`src/rtl/tone_gen_pkg.sv`:
```
// Shared definitions for the multi-channel tone generator: waveform modes,
// config register select codes and the noise LFSR polynomial.
package tone_gen_pkg;

  typedef enum logic [1:0] {
    MODE_SQUARE = 2'd0,
    MODE_SAW    = 2'd1,
    MODE_NOISE  = 2'd2,
    MODE_OFF    = 2'd3
  } mode_e;

  localparam logic [2:0] SEL_FULL_PERIOD   = 3'd0;
  localparam logic [2:0] SEL_ACTIVE_PERIOD = 3'd1;
  localparam logic [2:0] SEL_VOLUME        = 3'd2;
  localparam logic [2:0] SEL_MODE          = 3'd3;
  localparam logic [2:0] SEL_STEP          = 3'd4;

  localparam logic [15:0] LFSR_SEED = 16'hACE1;
  // Fibonacci taps at bits 15, 13, 12 and 10.
  localparam logic [15:0] LFSR_TAPS = 16'hB400;

  function automatic logic [15:0] lfsr_next(input logic [15:0] state);
    return {state[14:0], ^(state & LFSR_TAPS)};
  endfunction

endpackage

```
`src/rtl/tone_channel.sv`:
```
// One tone channel: double-buffered config, period counter, waveform
// datapath (square / saw / noise / off) and registered sample + wrap pulse.
module tone_channel
  import tone_gen_pkg::*;
#(
  parameter int          CNT_W = 21,
  parameter int          VOL_W = 16,
  parameter logic [15:0] SEED  = LFSR_SEED
) (
  input  logic             clk,
  input  logic             rst,
  input  logic             enable,
  input  logic             cfg_we,
  input  logic [2:0]       cfg_sel,
  input  logic [CNT_W-1:0] cfg_data,
  output logic [VOL_W-1:0] sample,
  output logic             wrap
);

  typedef struct packed {
    logic [CNT_W-1:0] full_period;
    logic [CNT_W-1:0] active_period;
    logic [VOL_W-1:0] volume;
    logic [VOL_W-1:0] step;
    mode_e            mode;
  } bank_t;

  bank_t            pend_q, pend_d;
  bank_t            act_q, act_d;
  logic [CNT_W-1:0] cnt_q, cnt_d;
  logic [VOL_W-1:0] level_q, level_d;
  logic [VOL_W-1:0] sample_q, sample_d;
  logic [15:0]      lfsr_q, lfsr_d;
  logic             wrap_q, wrap_d;

  logic             period_end;
  logic [VOL_W:0]   saw_sum;
  logic [VOL_W-1:0] saw_next;
  logic [VOL_W-1:0] tone;

  always_comb begin
    // NOTE: every signal assigned in a combinational block gets a default
    // first, so no path leaves it unassigned and no latch is inferred.
    pend_d = pend_q;
    if (cfg_we) begin
      case (cfg_sel)
        SEL_FULL_PERIOD:   pend_d.full_period   = cfg_data;
        SEL_ACTIVE_PERIOD: pend_d.active_period = cfg_data;
        SEL_VOLUME:        pend_d.volume        = cfg_data[VOL_W-1:0];
        SEL_MODE:          pend_d.mode          = mode_e'(cfg_data[1:0]);
        SEL_STEP:          pend_d.step          = cfg_data[VOL_W-1:0];
        default: ;
      endcase
    end
  end

  always_comb begin
    // >= rather than == so a shortened period still wraps on the next cycle.
    period_end = (cnt_q >= act_q.full_period);
    saw_sum    = {1'b0, level_q} + {1'b0, act_q.step};
    saw_next   = (saw_sum > {1'b0, act_q.volume}) ? act_q.volume : saw_sum[VOL_W-1:0];

    tone = '0;
    case (act_q.mode)
      MODE_SQUARE: tone = (cnt_q < act_q.active_period) ? act_q.volume : '0;
      MODE_SAW:    tone = level_q;
      MODE_NOISE:  tone = lfsr_q[0] ? act_q.volume : '0;
      default:     tone = '0;
    endcase
  end

  always_comb begin
    act_d    = act_q;
    cnt_d    = cnt_q + CNT_W'(1);
    level_d  = saw_next;
    lfsr_d   = lfsr_q;
    wrap_d   = 1'b0;
    sample_d = tone;
    if (!enable) begin
      // Idle: track pending config so a restart picks up the latest writes.
      act_d    = pend_q;
      cnt_d    = '0;
      level_d  = '0;
      sample_d = '0;
    end else if (period_end) begin
      act_d   = pend_q;
      cnt_d   = '0;
      level_d = '0;
      lfsr_d  = lfsr_next(lfsr_q);
      wrap_d  = 1'b1;
    end
  end

  always_ff @(posedge clk or posedge rst) begin
    // NOTE: the config banks are plain flops, not a RAM, so they are reset
    // with everything else; the power-up mode and volume depend on it.
    if (rst) begin
      pend_q   <= '0;
      act_q    <= '0;
      cnt_q    <= '0;
      level_q  <= '0;
      sample_q <= '0;
      lfsr_q   <= SEED;
      wrap_q   <= 1'b0;
    end else begin
      // NOTE: state updates use non-blocking assignments so every flop
      // samples the pre-edge values, independent of statement order.
      pend_q   <= pend_d;
      act_q    <= act_d;
      cnt_q    <= cnt_d;
      level_q  <= level_d;
      sample_q <= sample_d;
      lfsr_q   <= lfsr_d;
      wrap_q   <= wrap_d;
    end
  end

  assign sample = sample_q;
  assign wrap   = wrap_q;

endmodule

```
`src/rtl/multi_tone_gen.sv`:
```
// N-channel tone generator: config write decode, one tone_channel per
// channel, and a registered saturating mixer feeding the audio DAC path.
module multi_tone_gen
  import tone_gen_pkg::*;
#(
  parameter  int N_CH  = 4,
  parameter  int CNT_W = 21,
  parameter  int VOL_W = 16,
  localparam int CH_W  = (N_CH > 1) ? $clog2(N_CH) : 1
) (
  input  logic                  clk,
  input  logic                  rst,
  input  logic                  enable,
  input  logic                  cfg_we,
  input  logic [CH_W-1:0]       cfg_ch,
  input  logic [2:0]            cfg_sel,
  input  logic [CNT_W-1:0]      cfg_data,
  output logic [N_CH*VOL_W-1:0] ch_out,
  output logic [VOL_W-1:0]      mix_out,
  output logic [N_CH-1:0]       wrap
);

  localparam int SUM_W = VOL_W + $clog2(N_CH) + 1;

  for (genvar k = 0; k < N_CH; k++) begin : g_ch
    logic ch_we;
    // Channel numbers at or above N_CH never match, so those writes drop.
    assign ch_we = cfg_we && (cfg_ch == CH_W'(k));

    tone_channel #(
      .CNT_W (CNT_W),
      .VOL_W (VOL_W),
      .SEED  (LFSR_SEED ^ 16'(k))
    ) u_ch (
      .clk      (clk),
      .rst      (rst),
      .enable   (enable),
      .cfg_we   (ch_we),
      .cfg_sel  (cfg_sel),
      .cfg_data (cfg_data),
      .sample   (ch_out[k*VOL_W +: VOL_W]),
      .wrap     (wrap[k])
    );
  end

  logic [SUM_W-1:0] mix_sum;
  logic [VOL_W-1:0] mix_d, mix_q;

  always_comb begin
    mix_sum = '0;
    for (int k = 0; k < N_CH; k++) begin
      mix_sum = mix_sum + SUM_W'(ch_out[k*VOL_W +: VOL_W]);
    end
    mix_d = (|mix_sum[SUM_W-1:VOL_W]) ? '1 : mix_sum[VOL_W-1:0];
    if (!enable) begin
      mix_d = '0;
    end
  end

  always_ff @(posedge clk or posedge rst) begin
    if (rst) begin
      mix_q <= '0;
    end else begin
      mix_q <= mix_d;
    end
  end

  assign mix_out = mix_q;

endmodule

```
`config.mk`:
```
export PLATFORM = sky130hd
export DESIGN_NAME = multi_tone_gen
export DESIGN_NICKNAME = d
export VERILOG_FILES = /design/src/rtl/tone_gen_pkg.sv /design/src/rtl/tone_channel.sv /design/src/rtl/multi_tone_gen.sv
export SDC_FILE = /design/constraint.sdc
export NUM_CORES = 2
export LEC_CHECK = 0
export CAP_MARGIN = 25
export CORE_ASPECT_RATIO = 0.7
export CORE_MARGIN = 5
export CORE_UTILIZATION = 35
export CTS_CLUSTER_DIAMETER = 80
export DETAILED_ROUTE_END_ITERATION = 10
export HOLD_SLACK_MARGIN = 0.12
export SETUP_SLACK_MARGIN = 0.5
export SLEW_MARGIN = 20
export SYNTH_ARGS = -nofsm -noshare
export SYNTH_HDL_FRONTEND = slang
export SYNTH_SLANG_ARGS = --single-unit
```
`constraint.sdc`:
```
create_clock -name clk -period 85.3 [get_ports clk]
set_clock_uncertainty 0.1 [all_clocks]
set_input_delay 17.06 -clock clk [delete_from_list [all_inputs] [get_ports clk]]
set_output_delay 17.06 -clock clk [all_outputs]
set_load 0.02 [all_outputs]
```
==> qor.txt <==
# setup viols final -> 0
run status -> complete, no violations
Critical R2R Launch -> g_ch[3].u_ch.act_q[2]$_DFFE_PP0P_
fmax -> 0.0495 GHz
worst reg2reg path depth -> 19
Final Hold Vio Count -> 0
Die Ht -> 307 µm
routability cong. -> 0.824
Final Slew Violations -> 0
reg2reg end -> g_ch[3].u_ch.level_q[11]$_DFF_PP0_
Top Layer Used -> met4
CP Class -> in -> async
slew margin rel. -> 29.0%
met3 WL post-DR -> 5660 µm
WL per Instance -> 19.9 µm
global-route wire length before repair -> 166000 µm
Clock Latency Late Sink -> 0.68 ns
Worst R2R Setup Slack -> 80.15 ns
Core ar. -> 0.124 mm²
Die X -> 434 µm
delay-heaviest family, CP -> buffers and inverters
Via density -> 4.99
vias in the first global route -> 26810
drc violations -> 0
Post-synth top flop -> dfrtp_1
largest area contributor in the netlist -> dfrtp_1
Synth Cell Area -> 0.0440 mm²
First DRT Iteration DRCs -> 1613
Syn Inst Count -> 3531
layout cells sized above 1 -> 25.1%
total track usage -> 16.1%
CP arrival -> 20.77 ns
unrepaired setup endpoints after global routing -> no
crit path cell chain -> clkdlybuf4s50_1 -> inv_8 -> buf_12 -> buf_4 -> buf_12 -> buf_4
largest net degree at the start of global routing -> 176
CP Buf/Inv Count -> 6
post-route ant nets -> 0
crit path max-delay cell type -> buf_4
die area -> 0.133 mm²
ys async rst share -> 100%
most frequent cells after synthesis -> 872 x dfrtp_1, 672 x mux2_2, 313 x ha_1
vias -> 26832
slowest stage delay, CP -> 0.74 ns
post-synthesis sequential area ratio -> 51.5%
Worst setup SP type -> input pin
top cells by area, synth -> dfrtp_1 50%, mux2_2 17%, ha_1 8.9%, inv_1 2.3%, dfstp_2 1.9%
met2 routed WL -> 44900 µm
CTS tree -> yes
H-tree Lvls -> 3
WL met1 -> 54000 µm
Synth top area share -> 49.6%
CTS Sinks -> 904
leakage power -> 24.4 nW
Worst Max-Slew Pin Slew -> 1.07 ns
critical path peak fanout -> 175
crit path to -> g_ch[0].u_ch.act_q[28]$_DFFE_PP0P_
Max IR drop VDD -> 0.0219 mV
fin area -> 0.0503 mm²
I/O Pins -> 114
Yosys cell types -> 71
syn avg cell area -> 12.5 µm²
Critical Path End Type -> asynchronous set/reset pin
setup tns final -> 0 ns
DRT Pass-1 Iters -> 5
net count after synthesis -> 3910
Synth Warn # -> 0
placed inst area -> 0.0470 mm²
DP HPWL -> 71400 µm
Post-synth EDFFs -> 0
# nets final -> 4027
number of I/O port buffers -> 113
grt ovf -> 0
Post-CTS Resized -> 0
CP Depth -> 6
Initial Util -> 35.4%
Area growth syn-to-layout -> 14.3%
hold_buf cts -> 0
CTS buffer count -> 89
# fillers -> 11749
Reg clk slew, reported paths -> 0.06 ns
Hold WC Path Type -> reg -> reg
CP startpoint -> rst
Row Count -> 108
Power per Cell Area -> 28.1 mW/mm²
worst endpoint required time -> 85.88 ns
most common cell in the netlist -> dfrtp_1
Tmin final -> 20.19 ns
final worst-path cycle share -> 23.7%
final WL -> 107000 µm
Seq cells post-synth -> 904
Post-CTS Setup Repair Bufs -> 0
Root Driver -> clkbuf_16
clock buffer depth -> 3
maxcap violations -> 0
initial antenna violation count -> 15
[final cells by class]
class | instances | area [µm²] | area share (%)
timing repair buffer | 152 | 1480 | 2.93
sequential | 904 | 22700 | 45.0
antenna | 5 | 12.5 | 0.0249
inverter | 267 | 1010 | 2.01
clock inverter | 40 | 572 | 1.14
clock buffer | 123 | 2620 | 5.20
tap | 1650 | 2060 | 4.10
multi-input combinational | 2234 | 19900 | 39.6
[registers in the layout, indices dropped and copies added, names as in the netlist]
| signal | count |
|---|---|
| g_ch.u_ch.cnt_q | 84 |
| g_ch.u_ch.act_q | 304 |
| g_ch.u_ch.level_q | 64 |
| g_ch.u_ch.pend_q | 304 |
| g_ch.u_ch.lfsr_q | 64 |
| g_ch.u_ch.sample | 64 |
| g_ch.u_ch.wrap | 4 |
| mix_out | 16 |
[worst min path at each step]
stage	from	end	slack [ns]	cells after the start
2_1_floorplan	g_ch[0].u_ch.cnt_q[0]$_DFF_PP0_	g_ch[0].u_ch.cnt_q[0]$_DFF_PP0_	0.37	1
3_3_place_gp	g_ch[0].u_ch.level_q[7]$_DFF_PP0_	g_ch[0].u_ch.sample[7]$_DFF_PP0_	0.38	1
3_5_place_dp	g_ch[3].u_ch.pend_q[47]$_DFFE_PP0P_	g_ch[3].u_ch.act_q[47]$_DFFE_PP0P_	0.38	1
4_1_cts	g_ch[2].u_ch.pend_q[1]$_DFFE_PP0P_	g_ch[2].u_ch.act_q[1]$_DFFE_PP0P_	0.39	1
5_1_grt	g_ch[1].u_ch.pend_q[8]$_DFFE_PP0P_	g_ch[1].u_ch.act_q[8]$_DFFE_PP0P_	0.41	1
6_report	g_ch[1].u_ch.pend_q[54]$_DFFE_PP0P_	g_ch[1].u_ch.act_q[54]$_DFFE_PP0P_	0.39	1
[kinds of logic after synthesis]
family                   synth area share (%)
adder cells (fa/ha/maj)                  10.5
buffers and inverters                    3.44
multiplexers                             18.5
XOR/XNOR                                 2.92
AO/OA/AOI/OAI                            6.81
flip-flops                               51.5
AND/OR/NAND/NOR                          6.28
[layer usage]
metal | vias up | GRT usage [%]
li1 | 12636 | -
met1 | 13551 | 24.7
met2 | 506 | 23.3
met3 | 139 | 2.96
met4 | 0 | 4.03
met5 | - | 0
[cell usage in the layout (no fill, tap or decap), types with 9 or more instances in the layout]
cell type	instances
a211oi_1	13
a21o_1	77
a21oi_1	98
a22o_1	65
a31oi_1	9
and3_1	32
and4_1	9
buf_2	13
buf_4	24
bufinv_16	13
clkbuf_1	11
clkbuf_16	92
clkbuf_8	20
clkdlybuf4s50_1	101
clkinv_2	15
dfrtp_1	872
dfstp_2	32
fa_1	36
ha_1	313
inv_1	266
mux2_2	672
mux2i_1	60
nand2_1	91
nand2b_1	18
nand3_1	46
nand4_1	46
nor2_1	222
nor2b_1	29
nor3_1	33
o21a_1	34
o21ai_0	60
o21bai_1	9
xnor2_1	83
xor2_1	64
[power by group]
part | leakage, nW | total [W] | internal, W | switching (W)
combinational | 11.1 | 0.000426 | 0.000201 | 0.000225
clock | 1.57 | 0.000428 | 0.000255 | 0.000173
sequential | 11.7 | 0.000562 | 0.000509 | 0.0000531
[stage by stage]
stage          total power (W)  std cells  setup WS, ns  util [%]  hold slack, ns
6_report               0.00142       5375         65.11      40.4           0.387
3_5_place_dp          0.000993       5201         63.97      37.8           0.383
2_1_floorplan         0.000873       3531         42.78         -           0.367
4_1_cts                0.00143       5364         64.73      40.3           0.390
5_1_grt                0.00150       5372         64.39      40.4           0.406
3_3_place_gp          0.000982       5196         63.99      37.7           0.375
Note: power is estimated with default switching activity, not from simulation.
